--- src/rtl/div_pkg.sv ---
// Shared widths, FSM state encoding and partial-remainder type for the
// 16-by-8 sequential restoring divider.
package div_pkg;

  localparam int unsigned N_W   = 16;
  localparam int unsigned D_W   = 8;
  localparam int unsigned CNT_W = $clog2(N_W);

  typedef enum logic [1:0] {
    IDLE,
    CALC,
    DONE
  } div_state_t;

  // One guard bit above the divisor width so the trial subtraction never wraps
  typedef logic [D_W:0]       rem_t;
  typedef logic [CNT_W-1:0]   cnt_t;

  localparam cnt_t CNT_LAST = cnt_t'(N_W - 1);

endpackage

--- src/rtl/div_step.sv ---
// One restoring-division iteration: shift the next dividend bit into the
// partial remainder, trial-subtract the divisor, and record the quotient bit.
module div_step
  import div_pkg::*;
(
  input  rem_t             i_r,
  input  logic [N_W-1:0]   i_q,
  input  logic [D_W-1:0]   i_d,
  output rem_t             o_r,
  output logic [N_W-1:0]   o_q
);

  logic [D_W+1:0] w_shift;
  rem_t           w_t;
  rem_t           w_d_ext;

  // Trial subtraction; restore (keep the shifted value) when the divisor does not fit
  always_comb begin
    // The partial remainder is always below the divisor, so its top bit is
    // zero and dropping it in the shift loses nothing.
    w_shift = {i_r, i_q[N_W-1]};
    w_t     = w_shift[D_W:0];
    w_d_ext = {1'b0, i_d};
    o_q     = {i_q[N_W-2:0], 1'b0};
    o_r     = w_t;
    if (w_t >= w_d_ext) begin
      o_r    = w_t - w_d_ext;
      o_q[0] = 1'b1;
    end
  end

endmodule

--- src/rtl/seq_divider_16by8.sv ---
// Sequential 16-by-8 unsigned restoring divider with valid/ready on both
// sides. One quotient bit is produced per clock; divide-by-zero bypasses
// the iteration and reports DIV_BY_ZERO with an all-ones quotient.
module seq_divider_16by8
  import div_pkg::*;
(
  input  logic             clk,
  input  logic             rst_n,
  input  logic             in_valid,
  output logic             in_ready,
  input  logic [N_W-1:0]   DIVIDEND,
  input  logic [D_W-1:0]   DIVISOR,
  output logic             out_valid,
  input  logic             out_ready,
  output logic [N_W-1:0]   QUOT,
  output logic [D_W-1:0]   REM,
  output logic             DIV_BY_ZERO
);

  div_state_t       r_state;
  div_state_t       w_state_nxt;
  logic             w_accept;

  logic [N_W-1:0]   r_q;
  rem_t             r_r;
  logic [D_W-1:0]   r_d;
  cnt_t             r_cnt;
  logic             r_dbz;

  logic [N_W-1:0]   w_q_nxt;
  rem_t             w_r_nxt;

  div_step u_step (
    .i_r (r_r),
    .i_q (r_q),
    .i_d (r_d),
    .o_r (w_r_nxt),
    .o_q (w_q_nxt)
  );

  // State register
  always_ff @(posedge clk) begin
    if (!rst_n) begin
      r_state <= IDLE;
    end else begin
      r_state <= w_state_nxt;
    end
  end

  // Next-state decode and handshake outputs
  always_comb begin
    w_state_nxt = r_state;
    in_ready    = 1'b0;
    out_valid   = 1'b0;
    w_accept    = 1'b0;
    unique case (r_state)
      IDLE: begin
        in_ready = 1'b1;
        if (in_valid) begin
          w_accept    = 1'b1;
          w_state_nxt = (DIVISOR == '0) ? DONE : CALC;
        end
      end
      CALC: begin
        if (r_cnt == CNT_LAST) begin
          w_state_nxt = DONE;
        end
      end
      DONE: begin
        out_valid = 1'b1;
        if (out_ready) begin
          w_state_nxt = IDLE;
        end
      end
      default: begin
        w_state_nxt = IDLE;
      end
    endcase
  end

  // Operand capture, per-cycle iteration and result hold
  always_ff @(posedge clk) begin
    if (!rst_n) begin
      r_q   <= '0;
      r_r   <= '0;
      r_d   <= '0;
      r_cnt <= '0;
      r_dbz <= 1'b0;
    end else if (w_accept) begin
      r_cnt <= '0;
      if (DIVISOR == '0) begin
        r_q   <= '1;
        r_r   <= rem_t'(DIVIDEND[D_W-1:0]);
        r_dbz <= 1'b1;
      end else begin
        r_q   <= DIVIDEND;
        r_r   <= '0;
        r_d   <= DIVISOR;
        r_dbz <= 1'b0;
      end
    end else if (r_state == CALC) begin
      r_q   <= w_q_nxt;
      r_r   <= w_r_nxt;
      r_cnt <= r_cnt + 1'b1;
    end
  end

  assign QUOT        = r_q;
  assign REM         = r_r[D_W-1:0];
  assign DIV_BY_ZERO = r_dbz;

endmodule

--- config.mk ---
export PLATFORM = sky130hd
export DESIGN_NAME = seq_divider_16by8
export DESIGN_NICKNAME = d
export VERILOG_FILES = /design/src/rtl/div_pkg.sv /design/src/rtl/div_step.sv /design/src/rtl/seq_divider_16by8.sv
export SDC_FILE = /design/constraint.sdc
export NUM_CORES = 1
export LEC_CHECK = 0
export ABC_AREA = 1
export ABC_CLOCK_PERIOD_IN_PS = 1700
export BUFFER_PORTS_ARGS = -buffer_cell sky130_fd_sc_hd__buf_2
export CORE_MARGIN = 2
export CORE_UTILIZATION = 35
export CTS_BUF_LIST = sky130_fd_sc_hd__clkbuf_4 sky130_fd_sc_hd__clkbuf_8 sky130_fd_sc_hd__clkbuf_16
export DETAILED_ROUTE_END_ITERATION = 10
export GPL_TIMING_DRIVEN = 0
export HOLD_SLACK_MARGIN = 0.05
export PLACE_DENSITY = 0.68
export SLEW_MARGIN = 5
export SYNTH_ARGS = -nofsm -noshare
export SYNTH_HDL_FRONTEND = slang
export SYNTH_SLANG_ARGS = --single-unit
export TNS_END_PERCENT = 20
--- constraint.sdc ---
create_clock -name clk -period 1.7 [get_ports clk]
set_input_delay 0.34 -clock clk [delete_from_list [all_inputs] [get_ports clk]]
set_output_delay 0.34 -clock clk [all_outputs]
set_load 0.01 [all_outputs]
Word-level counts from Yosys, hierarchy flattened
Index checks and enable logic that the tools add are counted. W data, S select, Z words.

Output and inout bits: 27. Logic and storage cells: 41. Bits in registers: 39.

$add $sub $neg: 2. Muxes and demuxes: 18. Bitwise gates (word level): 2. Eq/ne operators: 6. Order comparisons: 1. Reductions and logical operators: 6.

Operators by type and width (count): $mux W16 (3); $mux W8 (4); $ge A9 B8 Y1 (1); $logic_not A8 Y1 (1); $mux W2 (4); $sub A8 B8 Y8 (1); $mux W1 (6); $ne A2 B2 Y1 const B (3); $pmux W2 S3 (1); $add A4 B1 Y4 const B (1); $eq A4 B4 Y1 const B (1); $reduce_and A3 Y1 (1); $eq A2 B1 Y1 const B (1); $eq A2 B2 Y1 const B (1); $logic_not A2 Y1 (1); $not A1 Y1 (2); $reduce_and A2 Y1 (1); $reduce_bool A2 Y1 (1); $reduce_or A2 Y1 (1).

Logic depth before layout (Yosys ltp)
Depth after elaboration: 4. Gate-level depth with buffers: 13. Mapped depth without buffers: 13.

Modules after synthesis
A second synthesis with hierarchy kept.

Cells, all modules: 423. Area, all modules: 2859.0 sq um.

Modules (own cells, without submodules): seq_divider_16by8 (cells an instance 277, area each 2045.7 sq um, seq. area each 800.8 sq um, times used 1); div_step (cells an instance 146, area each 813.3 sq um, seq. area each 0.0 sq um, times used 1).

Least setup slack after synthesis
OpenSTA, ideal clock, no wires.

Kind: register -> register. Start: register r_q[15], in the netlist QUOT[15]. End: register r_r[4]. Path slack: -10 ps. Library setup time: 64 ps. Arrival time: 1646 ps. Period minus slack after synthesis: 1710 ps. Cell stages (with the launch flop): 12. Cells stage by stage: dfxtp_1 inv_1 ha_1 fa_1 inv_1 nand3_1 nand3_1 xor2_1 nand3_1 nand2_1 nor2_1 nor2_1.

Cells in the longest elaborated chain, start to end: 4. Elaborated cells on any way between the ends: 5.

Ends and longest elaborated chain: start: declaration (RTL line seq_divider_16by8.sv:24) `logic [N_W-1:0] r_q;`; start signal: assignment (RTL line seq_divider_16by8.sv:102) `r_q <= w_q_nxt;`; $sub A8 B8 Y8 or $ge A9 B8 Y1 (tied branches) (RTL line div_step.sv:27, div_step.sv:26); $mux W8 (*) (RTL line div_step.sv:26) `if (w_t >= w_d_ext) begin`; $mux W8 (*) (RTL line seq_divider_16by8.sv:101) `end else if (r_state == CALC) begin`; $mux W8 (*) (RTL line seq_divider_16by8.sv:89) `end else if (w_accept) begin`; end signal: assignment (RTL line seq_divider_16by8.sv:93) `r_r <= rem_t'(DIVIDEND[D_W-1:0]);`; end signal: assignment (RTL line seq_divider_16by8.sv:103) `r_r <= w_r_nxt;`; end: declaration (RTL line seq_divider_16by8.sv:25) `rem_t r_r;`.

Mark *: on every way between the ends. The rest lies on a longest branch, timed or not. The select of a mux whose other input is x is not followed. A chain may end at the register's enable or synchronous reset.

Worst setup path after layout
Start: register r_d[7]. End: register r_q[0], in the netlist QUOT[0].

Cells in the longest elaborated chain, start to end: 4.

Ends and longest elaborated chain: start: declaration (RTL line seq_divider_16by8.sv:26) `logic [D_W-1:0] r_d;`; start signal: assignment (RTL line seq_divider_16by8.sv:86) `r_d <= '0;`; start signal: assignment (RTL line seq_divider_16by8.sv:98) `r_d <= DIVISOR;`; $ge A9 B8 Y1 (RTL line div_step.sv:26); $mux W1 (RTL line div_step.sv:26); $mux W16 (RTL line seq_divider_16by8.sv:101); $mux W16 (RTL line seq_divider_16by8.sv:89).

Every way passes these cells. The select of a mux whose other input is x is not followed.

==> impl_metrics.env <==
export IMPL_r2r_worst_path_cells=11
export IMPL_post_place_cells=475
export IMPL_relative_contribution_of_sequential_cells_to_total_power_pct=30.1
export IMPL_fp_dieW_um=86.3
export IMPL_areaGrowthSynthToFinish_pct=31.0
export IMPL_setup_tns_final_ns=0
export IMPL_routedWlPerCell_um=13.6
export IMPL_grt_usage_pct=18.2
export IMPL_worstReg2RegStart="r_d[7]"
export IMPL_worst_ep_arrival_time_ns=1.92
export IMPL_p_sw_mw=1.63
export IMPL_fin_skew_ns=0.00516
export IMPL_insertion_delay_ns=0.29
export IMPL_final_cell_mix="buf_2 (58), nand2_1 (49), inv_1 (38)"
export IMPL_num_rows=30
export IMPL_max_cap_violations=0
export IMPL_cts_tree="built"
export IMPL_drtAntennaViolNets=0
export IMPL_timing_critical_path_from_type="flip-flop"
export IMPL_holdPathEnd="r_d[0]"
export IMPL_ys_seq_elements=39
export IMPL_detail_route_iter0_violations=87
export IMPL_switching_share_pct=41.0
export IMPL_first_global_vias=2308
export IMPL_detailedPlace_worstSlack_ns=-0.152
export IMPL_route_vias_total=2478
export IMPL_leading_cell_type_in_the_layout_fill_and_taps_excluded="buf_2"
export IMPL_ff2ff_setup_slack_ns=0.02
export IMPL_portBuffers=54
export IMPL_max_vdd_ir_drop_mv=0.627
export IMPL_cellLeakagePower_nw=1.46
export IMPL_worstSetupEndpointType="flip-flop"
export IMPL_core_area_um2=6680
export IMPL_r2r_end="QUOT[0]"
export IMPL_htree_levels=2
export IMPL_rsz0062_at_grt="true"
export IMPL_hold_viol_final=0
export IMPL_grt_max_degree=12
export IMPL_max_slew_worst_pin_slew_ns=0.433
export IMPL_grt_antenna_before_repair=0
export IMPL_p_total_mw=3.96
export IMPL_timing_hold_worst_start="DIVISOR[0]"
export IMPL_stdcell_count=492
export IMPL_pwr_share_clk_pct=17.9
export IMPL_ordered_cell_list_for_the_critical_path="inv_1, ha_4, nand2_1, nor2_2, nand3_1, nand4_1, buf_6, nor2_2, o21ai_2, nand2_1, inv_1"
export IMPL_final_area_um2=3110
export IMPL_num_io_pins=55
export IMPL_hpwl_mm=4.96
export IMPL_timing_critical_path_slowest_stage_cell="dfxtp_1"
export IMPL_antenna_diode_count=0
export IMPL_setup_worst_path_class="flip-flop to flip-flop"
export IMPL_finalSetupViolations=0
export IMPL_instance_area_at_placement_um2=2740
export IMPL_finalCriticalPeriod_ns=1.68
export IMPL_fin_nets=449
export IMPL_detail_route_wirelength_mm=6.68
export IMPL_synth_avg_cell_area_um2=6.96
export IMPL_critical_path_max_stage_delay_ns=0.32
export IMPL_clock_sinks=39
export IMPL_numCtsBuffers=5
export IMPL_min_delay_path_class="input pin to flip-flop"
export IMPL_post_route_worst_setup_slack_ns=0.0215
export IMPL_hold_path_depth=3
export IMPL_vertical_die_dimension_um=86.3
export IMPL_yosys_warnings=0
export IMPL_period_share_pct=98.7
export IMPL_initial_utilization_pct=35.5
export IMPL_max_slew_margin_pct=71.1
export IMPL_synth_yosys_seq_area_share_pct=32.9
export IMPL_worst_path_max_fanout=7
export IMPL_power_share_combinational_pct=52.0
export IMPL_multiInputGateArea_um2=1460
export IMPL_cts_clk_slew_worst_paths_ns=0.08
export IMPL_synthesis_instances=341
export IMPL_syn_cell_area_um2=2370
export IMPL_floorplan_die_area_um2=7450
export IMPL_power_density_nw_per_um2=1270
export IMPL_filler_cell_count=687
export IMPL_synth_nets=379
export IMPL_final_layout_size_suffix_gt1_share_pct=35.9
export IMPL_drcViolationCount=0
export IMPL_max_clock_freq_mhz=596
export IMPL_wire_length_of_the_first_global_routing_pass_mm=10.8
export IMPL_clock_root_buffer="clkbuf_8"
export IMPL_viasPerCell=5.04
export IMPL_synthDistinctLibCells=36
export IMPL_drt_pass1_iter_count=5
export IMPL_drv_slew=0
export IMPL_worst_ep_required_time_ns=1.95
export IMPL_run_status="completed"
export IMPL_gp_congestion=0.904
export IMPL_p_int_mw=2.34
export IMPL_clockBufferDepth=2
export IMPL_sequential_cell_area_um2=803
export IMPL_globalRouteOverflowTotal=0
## power groups by stage
stage	registers, mW	clock network [mW]	logic, mW
global placement	1.18	0	1.67
finish	1.19	0.708	2.06
CTS	1.19	0.729	1.83
global route	1.21	0.765	2.30
detailed placement	1.18	0	1.69
floorplan	1.20	0	1.21
## cell usage after synthesis
cell,instances,area (um^2)
a21o_1,1,7.51
clkbuf_1,3,11.3
nand4_1,4,25.0
a21oi_2,3,26.3
nand3_2,1,10.0
nand3b_1,2,15.0
nor2_4,3,33.8
o21ai_1,2,10.0
a21oi_1,31,155
buf_6,2,22.5
xor2_1,3,26.3
or2_1,1,6.26
nor2_1,28,105
nand2_1,58,218
nor2_2,2,12.5
nand2_4,1,11.3
clkbuf_2,1,5.00
nor2_8,1,20.0
or2_2,1,6.26
inv_2,2,7.51
inv_4,3,18.8
o22ai_1,15,93.8
buf_8,2,30.0
o21ai_0,28,140
o31ai_1,1,7.51
ha_1,9,113
inv_1,44,165
buf_4,3,22.5
nand2_2,1,6.26
nor3_1,7,35.0
nand3_1,30,150
buf_2,4,20.0
fa_1,1,20.0
dfxtp_1,39,781
xnor2_1,1,8.76
o21ai_2,3,26.3
## cell type report
| cell class | instances | share of cell area, % |
|---|---|---|
| sequential | 39 | 25.8 |
| clock buffer | 8 | 3.34 |
| inverter | 49 | 6.16 |
| timing repair buffer | 63 | 11.0 |
| buffer | 15 | 3.58 |
| multi-input combinational | 238 | 46.9 |
| tap | 80 | 3.22 |
## layer usage
layer  GRT usage [%]  up-vias  wire length (um)
li1                -     1276                 -
met1            24.5     1133              3110
met2            30.0       60              3180
met3            3.24        9               293
met4            5.40        0               105
met5               0        -                 0
## state kept, by name (all words and copies together) (netlist names)
register	flops
DIV_BY_ZERO	1
QUOT	16
r_cnt	4
r_d	8
r_r	8
r_state	2
## worst max-delay path, delay by kind of cell (launching register included)
kind	cells	cell delay [ns]
adder cells (fa/ha/maj)	1	0.32
AND/OR/NAND/NOR	6	0.58
buffers and inverters	3	0.30
flip-flops	1	0.32
AO/OA/AOI/OAI	1	0.12
## cells by family (layout without fill, tap and decap cells)
group                      Yosys count  in the layout  synth area share, %
buffers and inverters               64            135                 12.8
AOI/OAI and AO/OA                   84             84                 19.7
and+or+nand+nor                    140            140                 27.6
DFF                                 39             39                 32.9
xor gates and xnor gates             4              4                 1.48
adders and majority gates           10             10                 5.59
## timing repair
item / in CTS / in global routing
setup endpoints to repair: 9 / 9
gates cloned: 1 / 0
hold buffers: 0 / 0
buffers inserted: 1 / 7
pin swaps: 2 / 15
resized for setup: 23 / 31
## per-stage QoR
step           utilization (%)  hold WS (ns)
3_5_place_dp              41.1         0.459
5_1_grt                   46.5         0.297
3_3_place_gp              41.1         0.455
6_report                  46.5         0.295
2_1_floorplan                -         0.433
4_1_cts                   44.3         0.295
## worst max path at each step
stage	startpoint	endpoint	slack [ns]	cells past startpoint
6_report	r_d[7]	QUOT[0]	0.02	11
5_1_grt	QUOT[15]	r_r[4]	-0.10	11
4_1_cts	r_d[1]	QUOT[0]	0.008	11
3_5_place_dp	r_r[1]	QUOT[0]	-0.15	12
3_3_place_gp	r_r[1]	QUOT[0]	-0.13	12
2_1_floorplan	QUOT[15]	r_r[4]	0.05	11
Power figures use the tool's default switching activity.
